[config.mk]
export PLATFORM = sky130hd
export DESIGN_NAME = sudoku_stats
export DESIGN_NICKNAME = d
export VERILOG_FILES = /design/src/rtl/sudoku_stats.sv
export SDC_FILE = /design/constraint.sdc
export NUM_CORES = 1
export LEC_CHECK = 0
export ABC_AREA = 1
export BUFFER_PORTS_ARGS = -buffer_cell sky130_fd_sc_hd__buf_4
export CORE_ASPECT_RATIO = 1.1
export CORE_UTILIZATION = 39
export CTS_BUF_LIST = sky130_fd_sc_hd__clkbuf_8
export DETAILED_ROUTE_END_ITERATION = 10
export PLACE_DENSITY_LB_ADDON = 0.25
export SYNTH_ARGS = -nofsm -noshare
export SYNTH_HDL_FRONTEND = slang
export SYNTH_SLANG_ARGS = --single-unit
[constraint.sdc]
create_clock -name clk -period 6.6 [get_ports clk]
set_clock_uncertainty 0.1 [all_clocks]
set_input_delay 0.66 -clock clk [delete_from_list [all_inputs] [get_ports clk]]
set_output_delay 0.66 -clock clk [all_outputs]
set_load 0.02 [all_outputs]
[src/rtl/sudoku_stats.sv]
// Per-puzzle latency/outcome monitor for the sudoku solver, with watchdog abort.
// Optional latency history FIFO enabled by defining SUDOKU_STATS_HIST_EN.
module sudoku_stats #(
  parameter int CYC_W   = 32,
  parameter int CNT_W   = 10,
  parameter int TIMEOUT = 100000,
  parameter int HIST_D  = 16
) (
  input  logic             clk,
  input  logic             rst,
  input  logic             next_puzzle,
  input  logic             solution,
  input  logic             give_up,
  input  logic             match_valid,
  input  logic             match,
  output logic             timeout,
  output logic             busy,
  output logic [CYC_W-1:0] last_cycles,
  output logic [CYC_W-1:0] min_cycles,
  output logic [CYC_W-1:0] max_cycles,
  output logic [CYC_W-1:0] total_cycles,
  output logic [CNT_W-1:0] num_correct,
  output logic [CNT_W-1:0] num_wrong,
  output logic [CNT_W-1:0] num_gave_up,
  output logic [CNT_W-1:0] num_timeout,
  input  logic             hist_rd,
  output logic [CYC_W-1:0] hist_data,
  output logic             hist_empty,
  output logic             hist_ovf
);

  typedef enum logic [1:0] {IDLE, RUN, WAIT} state_t;

  localparam logic [CYC_W-1:0] PC_LAST = CYC_W'(TIMEOUT - 1);

  state_t           state, state_next;
  logic [CYC_W-1:0] pc;
  logic [CYC_W-1:0] lat;
  logic             pending;
  logic             pc_hit;
  logic             ev_solve, ev_give, ev_tout, ev_end, ev_verdict;
  logic [CYC_W:0]   total_sum;

  function automatic logic [CNT_W-1:0] sat_inc(input logic [CNT_W-1:0] v);
    return (&v) ? v : v + CNT_W'(1);
  endfunction

  // An end strobe seen while pc holds N-1 means the puzzle took N cycles.
  assign lat       = pc + CYC_W'(1);
  assign pc_hit    = (pc == PC_LAST);
  assign total_sum = {1'b0, total_cycles} + {1'b0, lat};

  always_ff @(posedge clk or posedge rst) begin
    if (rst) state <= IDLE;
    else     state <= state_next;
  end

  always_comb begin
    state_next = state;
    case (state)
      IDLE: if (next_puzzle) state_next = RUN;
      RUN: begin
        if (solution)         state_next = WAIT;
        else if (give_up)     state_next = IDLE;
        else if (next_puzzle) state_next = RUN;
        else if (pc_hit)      state_next = IDLE;
      end
      WAIT: if (match_valid) state_next = (pending || next_puzzle) ? RUN : IDLE;
      default: state_next = IDLE;
    endcase
  end

  always_comb begin
    ev_solve   = (state == RUN) && solution;
    ev_give    = (state == RUN) && !solution && (give_up || next_puzzle);
    ev_tout    = (state == RUN) && !solution && !give_up && !next_puzzle && pc_hit;
    ev_end     = ev_solve || ev_give || ev_tout;
    ev_verdict = (state == WAIT) && match_valid;
    busy       = (state != IDLE);
  end

  // pc restarts on every entry into RUN, including a restart from RUN itself.
  always_ff @(posedge clk or posedge rst) begin
    if (rst) begin
      pc      <= '0;
      pending <= 1'b0;
      timeout <= 1'b0;
    end else begin
      timeout <= ev_tout;
      if (state_next == RUN && (state != RUN || ev_give)) pc <= '0;
      else if (state == RUN)                              pc <= pc + CYC_W'(1);
      if (state == WAIT) begin
        if (match_valid)      pending <= 1'b0;
        else if (next_puzzle) pending <= 1'b1;
      end else begin
        pending <= 1'b0;
      end
    end
  end

  always_ff @(posedge clk or posedge rst) begin
    if (rst) begin
      last_cycles  <= '0;
      min_cycles   <= '1;
      max_cycles   <= '0;
      total_cycles <= '0;
      num_correct  <= '0;
      num_wrong    <= '0;
      num_gave_up  <= '0;
      num_timeout  <= '0;
    end else begin
      if (ev_end) begin
        last_cycles  <= lat;
        total_cycles <= total_sum[CYC_W] ? '1 : total_sum[CYC_W-1:0];
      end
      if (ev_solve) begin
        if (lat < min_cycles) min_cycles <= lat;
        if (lat > max_cycles) max_cycles <= lat;
      end
      if (ev_give) num_gave_up <= sat_inc(num_gave_up);
      if (ev_tout) num_timeout <= sat_inc(num_timeout);
      if (ev_verdict) begin
        if (match) num_correct <= sat_inc(num_correct);
        else       num_wrong   <= sat_inc(num_wrong);
      end
    end
  end

`ifdef SUDOKU_STATS_HIST_EN
  localparam int             AW       = (HIST_D > 1) ? $clog2(HIST_D) : 1;
  localparam logic [AW:0]    FULL_CNT = HIST_D[AW:0];

  logic [CYC_W-1:0] mem [HIST_D];
  logic [AW-1:0]    wr_ptr, rd_ptr;
  logic [AW:0]      count;
  logic             full, pop, push;

  assign full       = (count == FULL_CNT);
  assign hist_empty = (count == '0);
  assign pop        = hist_rd && !hist_empty;
  // A pop frees a slot in the same cycle, so a full FIFO still accepts the push.
  assign push       = ev_solve && (!full || pop);
  assign hist_data  = mem[rd_ptr];

  always_ff @(posedge clk) begin
    if (push) mem[wr_ptr] <= lat;
  end

  always_ff @(posedge clk or posedge rst) begin
    if (rst) begin
      wr_ptr   <= '0;
      rd_ptr   <= '0;
      count    <= '0;
      hist_ovf <= 1'b0;
    end else begin
      if (push) wr_ptr <= wr_ptr + AW'(1);
      if (pop)  rd_ptr <= rd_ptr + AW'(1);
      case ({push, pop})
        2'b10:   count <= count + (AW+1)'(1);
        2'b01:   count <= count - (AW+1)'(1);
        default: count <= count;
      endcase
      if (ev_solve && full && !pop) hist_ovf <= 1'b1;
    end
  end
`else
  logic unused_hist;
  assign unused_hist = hist_rd ^ (HIST_D == 0);
  assign hist_data   = '0;
  assign hist_empty  = 1'b1;
  assign hist_ovf    = 1'b0;
`endif

endmodule

==> results of run 1 <==
==> power by group <==
part	internal, mW	total [mW]	switching (mW)
Sequential	1.56	1.87	0.303
Combinational	1.14	3.63	2.49
Clock	0.947	1.51	0.568
Total	3.65	7.01	3.36
==> layout by cell type, fill, tap and decap left out, drive strengths merged <==
master	n
dfstp	32
a31oi	4
a21oi	72
clkbuf	53
nor2	173
and2	6
conb	34
nor4	4
o22ai	21
o21ai	61
clkinv	1
o21bai	3
xor2	43
nor3	41
ha	101
dfrtp	172
o21a	3
o211ai	1
a22o	2
nand3	138
xnor2	24
inv	316
fa	1
nor3b	4
bufinv	6
nand3b	2
buf	185
nand4	21
nand2	616
a211oi	1
==> per-stage QoR <==
step | hold slack, ns | area (sq um) | util | total power, mW
finish | 0.182 | 16500 | 0.468 | 7.01
CTS | 0.215 | 16500 | 0.468 | 7.08
floorplan | 0.378 | 14000 | - | 4.35
global route | 0.229 | 16500 | 0.468 | 7.58
detailed placement | 0.361 | 15500 | 0.441 | 5.53
global placement | 0.361 | 15500 | 0.441 | 5.48
==> cells in the mapped netlist (all sizes together) (2+ instances only) <==
cell	number	share of area
nand2	616	0.17
inv	307	0.083
nor2	173	0.052
dfrtp	172	0.31
nand3	138	0.053
ha	101	0.091
a21oi	72	0.029
o21ai	61	0.022
buf	60	0.029
xor2	43	0.029
nor3	41	0.018
dfstp	32	0.061
xnor2	24	0.015
nand4	21	0.0095
o22ai	21	0.0095
clkbuf	10	0.0027
and2	6	0.0027
a31oi	4	0.0029
nor3b	4	0.0022
nor4	4	0.0018
o21a	3	0.0016
o21bai	3	0.0016
a22o	2	0.0013
conb	2	0.00054
nand3b	2	0.0011
==> critical path, cell delays in order (launching register included) <==
cell and delay, ns:
sky130_fd_sc_hd__dfrtp_1 0.50, sky130_fd_sc_hd__ha_1 0.29, sky130_fd_sc_hd__nand3_4 0.14, sky130_fd_sc_hd__nor2_4 0.22, sky130_fd_sc_hd__nand3_1 0.17, sky130_fd_sc_hd__xor2_1 0.84, sky130_fd_sc_hd__ha_1 0.39, sky130_fd_sc_hd__nand2_1 0.06
sky130_fd_sc_hd__nor2_1 0.04, sky130_fd_sc_hd__nor3b_1 0.16, sky130_fd_sc_hd__a21oi_2 0.12, sky130_fd_sc_hd__buf_4 0.35, sky130_fd_sc_hd__nand2_1 0.73, sky130_fd_sc_hd__nand2_1 0.25, sky130_fd_sc_hd__nand2_1 0.08
==> flip-flops by register name, summed over array words and instances, names as in the netlist <==
signal and cells:
pc 32, total_cycles 32, pending 1, last_cycles 32
num_gave_up 10, num_wrong 10, timeout 1, num_timeout 10
min_cycles 32, num_correct 10, max_cycles 32, state 2
==> layer usage <==
layer	wire length, um	share of wire	vias to the layer above	GRT usage
li1	-	-	6373	-
met3	2230	0.056	81	0.0330
met5	0	0	-	0
met2	19400	0.49	325	0.398
met1	16900	0.42	5915	0.279
met4	1330	0.033	0	0.0807
==> worst max-delay path by stage <==
stage,endpoint,cells past startpoint
after global routing,max_cycles[6],14
after CTS,max_cycles[31],14
after floorplan,last_cycles[0],1
after detailed placement,max_cycles[24],14
after global placement,max_cycles[3],14
final,max_cycles[31],14
==> final cells by class <==
class	count	area, sq um
clock inverter	16	219
tap	444	556
clock buffer	53	729
fill	3526	18700
timing repair buffer	185	1390
inverter	307	1160
sequential	204	5140
multi-input combinational	1376	7260
==> cell families (layout without fill, tap and decap cells) <==
family,Yosys count,in the layout,synth area share
flip-flops,204,204,0.371
AO/OA/AOI/OAI,168,168,0.0693
other,2,34,0.000541
XOR/XNOR,67,67,0.0439
AND/OR/NAND/NOR,1005,1005,0.308
buffers and inverters,377,561,0.115
adder cells (fa/ha/maj),102,102,0.0925
==> tab_implementation.tex, run 1 <==
\begin{tabular}{lr}
\hline
Metric & Value \\
\hline
\multicolumn{2}{l}{\textbf{Synth}} \\
Top\_reg\_cell synth & sky130\_fd\_sc\_hd\_\_dfrtp\_1 \\
Count of cell types in the netlist & 46 \\
Fraction of registers with async set/reset & 1.00 \\
Sequential area share after synthesis & 0.371 \\
Post-synth EDFFs & 0 \\
Syn Inst Count & 1925 \\
Post-Syn Area per Cell & 7.21 sq um \\
Summed instance area of the synthesized netlist & 0.0139 sq mm \\
Synthesis-stage register bit count & 204 \\
Yosys warnings & 0 \\
\multicolumn{2}{l}{\textbf{Worst setup path}} \\
Number of cells on the worst reg-to-reg path & 14 \\
Origin of the critical flop-to-flop path & pc[0] \\
Start-to-end type of the worst setup path & flip-flop to flip-flop \\
Largest fanout of any net on the critical path & 33 \\
Reg-to-reg critical path endpoint & max\_cycles[31] \\
Reg-to-reg setup timing slack & 2.03 ns \\
Crit path arrival time & 4.89 ns \\
Critical path capture point type & flip-flop \\
Startpoint type of the worst setup path & flip-flop \\
Launch point of the worst path & pc[0] \\
Required arrival time at the worst endpoint & 6.92 ns \\
\multicolumn{2}{l}{\textbf{Flow run}} \\
Max-capacitance violation count & 0 \\
\multicolumn{2}{l}{\textbf{Hold path}} \\
Hold/Removal Path Class & primary input to asynchronous set/reset pin \\
\multicolumn{2}{l}{\textbf{Floorplan}} \\
Std-Cell Core Area & 0.0351 sq mm \\
Floorplan die area & 0.0363 sq mm \\
I/O pin count & 212 \\
Die Span Y & 200 um \\
Die outline width & 182 um \\
Site Rows & 72 \\
Effective utilization at floorplan & 0.395 \\
\multicolumn{2}{l}{\textbf{Clock tree}} \\
TritonCTS Sinks & 204 \\
\# H-tree levels & 2 \\
Cells resized by post-CTS repair & 0 \\
Quantity of hold-fixing buffers added after cts & 0 \\
Setup Fix Bufs, Post-CTS & 0 \\
Clock tree root driver cell & sky130\_fd\_sc\_hd\_\_clkbuf\_8 \\
Deepest clock path buffer count & 3 \\
Clock slew at the register clock pins of the worst setup and hold paths & 0.06 ns \\
Number of buffers added by the clock tree synthesis step & 39 \\
Insertion delay of the later-clocked pin in the worst-skew pair & 0.55 ns \\
Clock tree from TritonCTS & yes \\
\multicolumn{2}{l}{\textbf{Layout}} \\
Area growth from synthesis to layout & 18.6\% \\
Antenna diodes & 0 \\
Share of post-route cells with drive strength above 1 & 0.157 \\
Post-layout instance count excluding filler cells & 2585 \\
Number of nets in the layout & 2223 \\
\multicolumn{2}{l}{\textbf{Place}} \\
Gpl congestion & 0.939 \\
Worst slack, placed & 2.04 ns \\
HPWL after DPL & 30.7 mm \\
Count of port buffers added during placement & 176 \\
Placed Cells & 2516 \\
\multicolumn{2}{l}{\textbf{GRT}} \\
Vias in the first global route & 12.3k \\
Number of antenna violations at the first check in global routing & 0 \\
Global-route wire length before repair & 64.4 mm \\
Largest net degree at the start of global routing & 137 \\
Global-route usage over all layers & 0.225 \\
GR Overflow Total & 0 \\
\multicolumn{2}{l}{\textbf{Power}} \\
Worst supply voltage drop on vdd & 0.418 mV \\
Lkg Pwr & 8.85 nW \\
PwrDens & 426 mW/mm\^{}2 \\
\multicolumn{2}{l}{\textbf{Timing}} \\
Final number of hold-violating endpoints & 0 \\
Max-slew violation total from the final report & 0 \\
Worst-case setup margin in the final layout & 2.03 ns \\
Post-layout min period & 4.57 ns \\
Accumulated negative setup slack & 0 ns \\
Slew at the pin closest to its max-slew limit & 1.09 ns \\
Number of endpoints failing setup at the final stage & 0 \\
Maximum frequency from static timing analysis & 219 MHz \\
Fin crit share & 0.693 \\
RSZ-0062 raised after global routing & false \\
Headroom to the max-slew limit & 0.270 \\
\multicolumn{2}{l}{\textbf{Routing}} \\
Number of vias in the routed layout & 12.7k \\
Via count normalized by instance count & 4.91 \\
Antenna Violating Nets Remaining & 0 \\
Initial DRC Count & 597 \\
Number of remaining DRC errors & 0 \\
Final routed wire length divided by cell count & 15.4 um \\
Detailed Route WL & 39.9 mm \\
First-pass iteration count of the detailed router & 5 \\
\multicolumn{2}{l}{\textbf{Status}} \\
Run status & completed \\
\hline
\end{tabular}
(Power assumes the default switching activity.)
==> run 2, diff against run 1 <==
==> constraint.sdc (replaced) <==
create_clock -name clk -period 4 [get_ports clk]
set_clock_uncertainty 0.1 [all_clocks]
set_input_delay 0.4 -clock clk [delete_from_list [all_inputs] [get_ports clk]]
set_output_delay 0.4 -clock clk [all_outputs]
set_load 0.02 [all_outputs]
==> run 2 against run 1 <==
Sequential share of layout area decreased by 0.29 points. Critical path depth is 4 higher. Core utilization is 0.43 points higher. First-iteration DRC count rose by 22%. Highest routed layer unchanged.
==> tab_implementation.tex, run 2 (synthesis gave the netlist of run 1 again) <==
\begin{tabular}{lr}
\hline
Metric & Value \\
\hline
\multicolumn{2}{l}{\textbf{Status}} \\
Run status & completed \\
\multicolumn{2}{l}{\textbf{Clock tree}} \\
Clock tree root driver cell & sky130\_fd\_sc\_hd\_\_clkbuf\_8 \\
Number of buffers added by the clock tree synthesis step & 40 (+2.6\%) \\
TritonCTS Sinks & 204 (unchanged) \\
Clock slew at the register clock pins of the worst setup and hold paths & 0.06 ns (about the same) \\
Clock tree from TritonCTS & yes \\
Insertion delay of the later-clocked pin in the worst-skew pair & 0.56 ns (about the same) \\
Deepest clock path buffer count & 3 (unchanged) \\
\# H-tree levels & 2 (unchanged) \\
\multicolumn{2}{l}{\textbf{Layout}} \\
Share of post-route cells with drive strength above 1 & 0.168 (+0.0109) \\
Final core occ & 0.473 (+0.00434) \\
Filler instances & 3557 (+0.88\%) \\
Number of nets in the layout & 2260 (+1.7\%) \\
Post-layout instance count excluding filler cells & 2625 (+1.5\%) \\
Highest-count cells in the layout ignoring fill and taps & sky130\_fd\_sc\_hd\_\_nand2\_1 (613), sky130\_fd\_sc\_hd\_\_inv\_1 (312), sky130\_fd\_sc\_hd\_\_buf\_4 (216) \\
Antenna diodes & 0 (unchanged) \\
FF/Latch Area & 0.00514 sq mm (unchanged) \\
Multi-input gate area & 0.00727 sq mm (+0.17\%) \\
Most frequent standard cell in the layout excluding fill and tap cells & sky130\_fd\_sc\_hd\_\_nand2\_1 \\
Area growth from synthesis to layout & 19.7\% \\
\multicolumn{2}{l}{\textbf{Timing}} \\
Slew at the pin closest to its max-slew limit & 0.935 ns (-0.157 ns) \\
Post-layout min period & 3.70 ns (-0.875 ns) \\
Max-slew violation total from the final report & 0 (unchanged) \\
Hold\_ws & 0.0799 ns (-0.102 ns) \\
Worst-case setup margin in the final layout & 0.304 ns (-1.72 ns) \\
Accumulated negative setup slack & 0 ns (unchanged) \\
Headroom to the max-slew limit & 0.377 (+0.106) \\
Fin crit share & 0.924 (+0.231) \\
Final number of hold-violating endpoints & 0 (unchanged) \\
Number of endpoints failing setup at the final stage & 0 (unchanged) \\
RSZ-0062 raised after global routing & false \\
Maximum frequency from static timing analysis & 271 MHz (+24\%) \\
\multicolumn{2}{l}{\textbf{Worst setup path}} \\
Critical path capture point type & flip-flop \\
Number of cells on the worst reg-to-reg path & 18 (+4) \\
Required arrival time at the worst endpoint & 4.40 ns (-2.52 ns) \\
Start-to-end type of the worst setup path & flip-flop to flip-flop \\
Delay contributed by the slowest stage of the critical path & 0.51 ns (-0.33 ns) \\
Cells traversed along the worst timing path & ha\_1 > nand3\_4 > nor2\_4 > nand2\_1 > nor2\_2 > nand3\_1 > nand2\_1 > inv\_1 > ha\_1 > nand2\_1 > nor2\_1 > nand4\_1 > nor3b\_2 > nand2\_1 > nand2\_1 > buf\_4 > nand3\_1 > nand2\_1 \\
Largest fanout of any net on the critical path & 32 (-3.0\%) \\
Most common cell on crit path & sky130\_fd\_sc\_hd\_\_nand2\_1 \\
Slowest library cell on the worst path & sky130\_fd\_sc\_hd\_\_dfrtp\_1 \\
Startpoint type of the worst setup path & flip-flop \\
Crit path arrival time & 4.10 ns (-0.79 ns) \\
\multicolumn{2}{l}{\textbf{Place}} \\
Count of port buffers added during placement & 176 (unchanged) \\
HPWL after DPL & 31.7 mm (+3.3\%) \\
Worst slack, placed & 0.185 ns (-1.85 ns) \\
Gpl congestion & 0.936 (-0.32\%) \\
Placed Cells & 2545 (+1.2\%) \\
\multicolumn{2}{l}{\textbf{Routing}} \\
Antenna Violating Nets Remaining & 0 (unchanged) \\
Number of vias in the routed layout & 12.8k (+0.69\%) \\
Final routed wire length divided by cell count & 15.5 um (+0.56\%) \\
Initial DRC Count & 728 (+22\%) \\
Via count normalized by instance count & 4.87 (-0.84\%) \\
Detailed Route WL & 40.7 mm (+2.1\%) \\
Number of remaining DRC errors & 0 (unchanged) \\
First-pass iteration count of the detailed router & 5 (unchanged) \\
\multicolumn{2}{l}{\textbf{Floorplan}} \\
Std-Cell Core Area & 0.0351 sq mm (unchanged) \\
Die outline width & 182 um (unchanged) \\
I/O pin count & 212 (unchanged) \\
Die Span Y & 200 um (unchanged) \\
Site Rows & 72 (unchanged) \\
Effective utilization at floorplan & 0.395 (unchanged) \\
Floorplan die area & 0.0363 sq mm (unchanged) \\
\multicolumn{2}{l}{\textbf{Power}} \\
Lkg Pwr & 8.98 nW (+1.5\%) \\
Worst supply voltage drop on vdd & 0.694 mV (+66\%) \\
PwrDens & 688 mW/mm\^{}2 (+61\%) \\
\multicolumn{2}{l}{\textbf{Hold path}} \\
Hold/Removal Path Class & primary input to flip-flop \\
Number of stages on the worst hold path & 4 \\
\multicolumn{2}{l}{\textbf{GRT}} \\
Global-route wire length before repair & 65.0 mm (+0.92\%) \\
Global-route usage over all layers & 0.228 (+0.00329) \\
GR Overflow Total & 0 (unchanged) \\
Number of antenna violations at the first check in global routing & 0 (unchanged) \\
Largest net degree at the start of global routing & 103 (-25\%) \\
Vias in the first global route & 12.6k (+2.8\%) \\
\multicolumn{2}{l}{\textbf{Flow run}} \\
Max-capacitance violation count & 0 (unchanged) \\
\hline
\end{tabular}
[run 2: metrics by stage]
stage,cell area [sq um],total power [mW]
after floorplan,14000,7.18
after global placement,15800,9.28
after detailed placement,15800,9.37
after CTS,16600,11.5
after global routing,16600,12.3
final,16600,11.4
[run 2: critical path: cells and delay by family (launching register included)]
family	cells	cell delay [ns]
flip-flops	1	0.51
buffers and inverters	2	0.51
AND/OR/NAND/NOR	14	1.88
adder cells (fa/ha/maj)	2	0.61
[run 2: final timing paths]
path	startpoint	endpoint	slack, ns
hold / removal	match_valid	pending	0.08
max in group asynchronous	rst	last_cycles[28]	2.64
setup reg to reg	pc[0]	max_cycles[29]	0.30
setup / recovery	pc[0]	max_cycles[29]	0.30
min in group asynchronous	rst	max_cycles[0]	0.48
hold reg to reg	min_cycles[27]	min_cycles[27]	0.37
[run 2: power breakdown]
group          internal [mW]  switching, mW  total, mW  leakage [nW]
clock network           1.11          0.936       2.04         0.460
logic                   2.08           4.21       6.28          6.01
registers               2.58          0.513       3.10          2.51
[run 2: final cells by class]
class,count,area share
inverter,307,0.0696
sequential,204,0.310
timing repair buffer,221,0.102
clock buffer,49,0.0406
clock inverter,24,0.00633
multi-input combinational,1376,0.438
tap,444,0.0334
[run 2: timing repair]
action	4_1_cts	5_1_grt
hold buffers	2	0
resized for setup	0	2
endpoints found under the setup margin	0	44
setup buffers	0	5
endpoints found under the hold margin	113	0
[run 2: routing by layer]
metal,vias up,part of all wire,track usage
met5,-,0,0
met4,0,0.037,0.0982
met3,84,0.046,0.0328
met2,329,0.49,0.408
met1,5923,0.43,0.274
li1,6446,-,-
==> run 3, diff against run 2 <==
--- a/config.mk
+++ b/config.mk
@@ -7,6 +7,8 @@
 export LEC_CHECK = 0
 export ABC_AREA = 1
 export BUFFER_PORTS_ARGS = -buffer_cell sky130_fd_sc_hd__buf_4
+export CELL_PAD_IN_SITES_DETAIL_PLACEMENT = 0
+export CELL_PAD_IN_SITES_GLOBAL_PLACEMENT = 1
 export CORE_ASPECT_RATIO = 1.1
 export CORE_UTILIZATION = 39
 export CTS_BUF_LIST = sky130_fd_sc_hd__clkbuf_8
==> run 3 against run 2 <==
Worst hold slack worse by 0.0084 ns. First-iteration DRC count is 20% lower. Power is 1.3% higher. Worst setup slack better by 0.086 ns. Combinational power hardly changed. Die area stayed put. Final cell count is 0.19% lower. Clock power is 7% higher. Sequential share of layout area is 0.10 points lower. Critical path depth stayed put. Wire length is 1.1% higher. Global-route usage is 0.41 points higher. Critical endpoint is now max_cycles[7].
==> tab_implementation.tex, run 3 (synthesis gave the netlist of run 1 again) <==
\begin{tabular}{lr}
\hline
Metric & Value \\
\hline
\multicolumn{2}{l}{\textbf{Power}} \\
Total power after layout & 11.6 mW (+1.3\%) \\
PwrDens & 694 mW/mm\^{}2 (+0.91\%) \\
Fraction of power consumed by the clock network & 0.189 (+0.010) \\
Logic pwr share & 0.546 (-0.004) \\
Lkg Pwr & 8.96 nW (-0.20\%) \\
P\_int & 5.84 mW (+1.4\%) \\
Worst supply voltage drop on vdd & 0.688 mV (-0.86\%) \\
Sequential power share & 0.266 (-0.005) \\
Reported net switching power & 5.72 mW (+1.2\%) \\
Switching share of power & 0.495 (about the same) \\
\multicolumn{2}{l}{\textbf{Layout}} \\
Filler instances & 3666 (+3.1\%) \\
Post-layout instance count excluding filler cells & 2620 (-0.19\%) \\
Antenna diodes & 0 (unchanged) \\
Final design instance area without fill & 0.0167 sq mm (+0.36\%) \\
Final core occ & 0.474 (+0.00171) \\
Number of nets in the layout & 2255 (-0.22\%) \\
Highest-count cells in the layout ignoring fill and taps & sky130\_fd\_sc\_hd\_\_nand2\_1 (613), sky130\_fd\_sc\_hd\_\_inv\_1 (306), sky130\_fd\_sc\_hd\_\_buf\_4 (209) \\
Area growth from synthesis to layout & 20.2\% \\
Share of post-route cells with drive strength above 1 & 0.171 (+0.00314) \\
Most frequent standard cell in the layout excluding fill and tap cells & sky130\_fd\_sc\_hd\_\_nand2\_1 \\
\multicolumn{2}{l}{\textbf{Worst setup path}} \\
Startpoint type of the worst setup path & flip-flop \\
Required arrival time at the worst endpoint & 4.38 ns (-0.02 ns) \\
Start-to-end type of the worst setup path & flip-flop to flip-flop \\
Slowest library cell on the worst path & sky130\_fd\_sc\_hd\_\_dfrtp\_2 \\
Crit path arrival time & 3.99 ns (-0.11 ns) \\
Most common cell on crit path & sky130\_fd\_sc\_hd\_\_nand2\_1 \\
Largest fanout of any net on the critical path & 32 (unchanged) \\
Delay contributed by the slowest stage of the critical path & 0.45 ns (-0.06 ns) \\
Cells traversed along the worst timing path & ha\_1 > nand3\_4 > nor2\_4 > nand2\_1 > nor2\_4 > nand3\_1 > nand2\_1 > inv\_1 > ha\_1 > nand2\_1 > nor2\_1 > nand4\_1 > nor3b\_2 > a21oi\_4 > nand2\_1 > buf\_12 > nand2\_1 > nand2\_1 \\
Top Family by Delay on Critical Path & simple AND/OR/NAND/NOR gates \\
Critical path capture point type & flip-flop \\
Number of buffers and inverters on the critical path & 2 (unchanged) \\
\multicolumn{2}{l}{\textbf{Timing}} \\
Slew at the pin closest to its max-slew limit & 0.905 ns (-0.0300 ns) \\
Worst-case setup margin in the final layout & 0.391 ns (+0.0863 ns) \\
Maximum frequency from static timing analysis & 277 MHz (+2.4\%) \\
Accumulated negative setup slack & 0 ns (unchanged) \\
Post-layout min period & 3.61 ns (-0.0863 ns) \\
Fin crit share & 0.902 (-0.0216) \\
Max-slew violation total from the final report & 0 (unchanged) \\
Headroom to the max-slew limit & 0.397 (+0.0200) \\
Number of endpoints failing setup at the final stage & 0 (unchanged) \\
Final number of hold-violating endpoints & 0 (unchanged) \\
Hold\_ws & 0.0715 ns (-0.00838 ns) \\
RSZ-0062 raised after global routing & false \\
\multicolumn{2}{l}{\textbf{Place}} \\
Count of port buffers added during placement & 176 (unchanged) \\
Post-DP Area & 0.0157 sq mm (-0.13\%) \\
Worst slack, placed & 0.160 ns (-0.0246 ns) \\
HPWL after DPL & 32.2 mm (+1.7\%) \\
Gpl congestion & 0.909 (-2.9\%) \\
Placed Cells & 2544 (-0.039\%) \\
\multicolumn{2}{l}{\textbf{GRT}} \\
Number of antenna violations at the first check in global routing & 0 (unchanged) \\
Global-route usage over all layers & 0.232 (+0.00410) \\
Global-route wire length before repair & 66.0 mm (+1.6\%) \\
GR Overflow Total & 0 (unchanged) \\
Largest net degree at the start of global routing & 76 (-26\%) \\
Vias in the first global route & 12.7k (+0.44\%) \\
\multicolumn{2}{l}{\textbf{Routing}} \\
Initial DRC Count & 582 (-20\%) \\
Uppermost routed layer & met4 \\
Post-Route M1 WL & 17.9 mm (+3.2\%) \\
Met3 Wirelength & 1.47 mm (-22\%) \\
Number of vias in the routed layout & 12.7k (-0.92\%) \\
Final routed wire length divided by cell count & 15.7 um (+1.3\%) \\
First-pass iteration count of the detailed router & 5 (unchanged) \\
Number of remaining DRC errors & 0 (unchanged) \\
Total met2 wirelength after detailed routing & 20.7 mm (+3.6\%) \\
Detailed Route WL & 41.2 mm (+1.1\%) \\
Antenna Violating Nets Remaining & 0 (unchanged) \\
Via count normalized by instance count & 4.83 (-0.73\%) \\
\multicolumn{2}{l}{\textbf{Floorplan}} \\
Effective utilization at floorplan & 0.395 (unchanged) \\
Site Rows & 72 (unchanged) \\
Die Span Y & 200 um (unchanged) \\
Std-Cell Core Area & 0.0351 sq mm (unchanged) \\
I/O pin count & 212 (unchanged) \\
Die outline width & 182 um (unchanged) \\
Floorplan die area & 0.0363 sq mm (unchanged) \\
\multicolumn{2}{l}{\textbf{Clock tree}} \\
Clock tree root driver cell & sky130\_fd\_sc\_hd\_\_clkbuf\_8 \\
Clock slew at the register clock pins of the worst setup and hold paths & 0.06 ns (about the same) \\
TritonCTS Sinks & 204 (unchanged) \\
Clock tree from TritonCTS & yes \\
Deepest clock path buffer count & 3 (unchanged) \\
Number of buffers added by the clock tree synthesis step & 39 (-2.5\%) \\
\# H-tree levels & 2 (unchanged) \\
Insertion delay of the later-clocked pin in the worst-skew pair & 0.56 ns (about the same) \\
\multicolumn{2}{l}{\textbf{Flow run}} \\
Max-capacitance violation count & 0 (unchanged) \\
\multicolumn{2}{l}{\textbf{Hold path}} \\
Hold/Removal Path Class & primary input to flip-flop \\
\multicolumn{2}{l}{\textbf{Status}} \\
Run status & completed \\
\hline
\end{tabular}
-- run 3: area by class of cell --
class	count	area [sq um]	share of cell area
clock buffers	47	647	0.0388
clock inverters	25	176	0.0106
inverters	307	1160	0.0694
multi-input cells	1376	7300	0.438
flip-flops and latches	204	5150	0.309
well taps	444	556	0.0333
repair buffers	217	1690	0.101
-- run 3: final timing paths --
path | to | cells past startpoint | startpoint | slack [ns]
min reg2reg | min_cycles[1] | 2 | min_cycles[1] | 0.37
min | pending | 4 | match_valid | 0.07
min in group asynchronous | last_cycles[0] | 3 | rst | 0.22
max in group asynchronous | last_cycles[19] | 4 | rst | 2.69
max | max_cycles[7] | 18 | pc[0] | 0.39
max reg2reg | max_cycles[7] | 18 | pc[0] | 0.39
-- run 3: power groups by stage --
stage / logic, mW / registers, mW / clock network [mW]
finish: 6.31 / 3.07 / 2.18
global route: 7.07 / 3.13 / 2.33
CTS: 6.27 / 3.08 / 2.25
detailed placement: 6.23 / 3.11 / 0
global placement: 6.15 / 3.11 / 0
floorplan: 3.74 / 3.44 / 0
-- run 3: repair_timing --
item	CTS	global route
setup endpoints to repair	0	67
buffers inserted	0	2
resized for setup	0	10
hold buffers	2	0
endpoints found under the hold margin	12	0
-- run 3: worst min-delay path: cells and delay by family --
kind / cells / cell delay [ns]
buffers and inverters: 2 / 0.15
AND/OR/NAND/NOR: 2 / 0.15
-- run 3: routing by layer --
metal,vias to the layer above,GRT usage
met4,0,0.0722
met1,5929,0.282
met2,243,0.428
met5,-,0
li1,6437,-
met3,56,0.0288
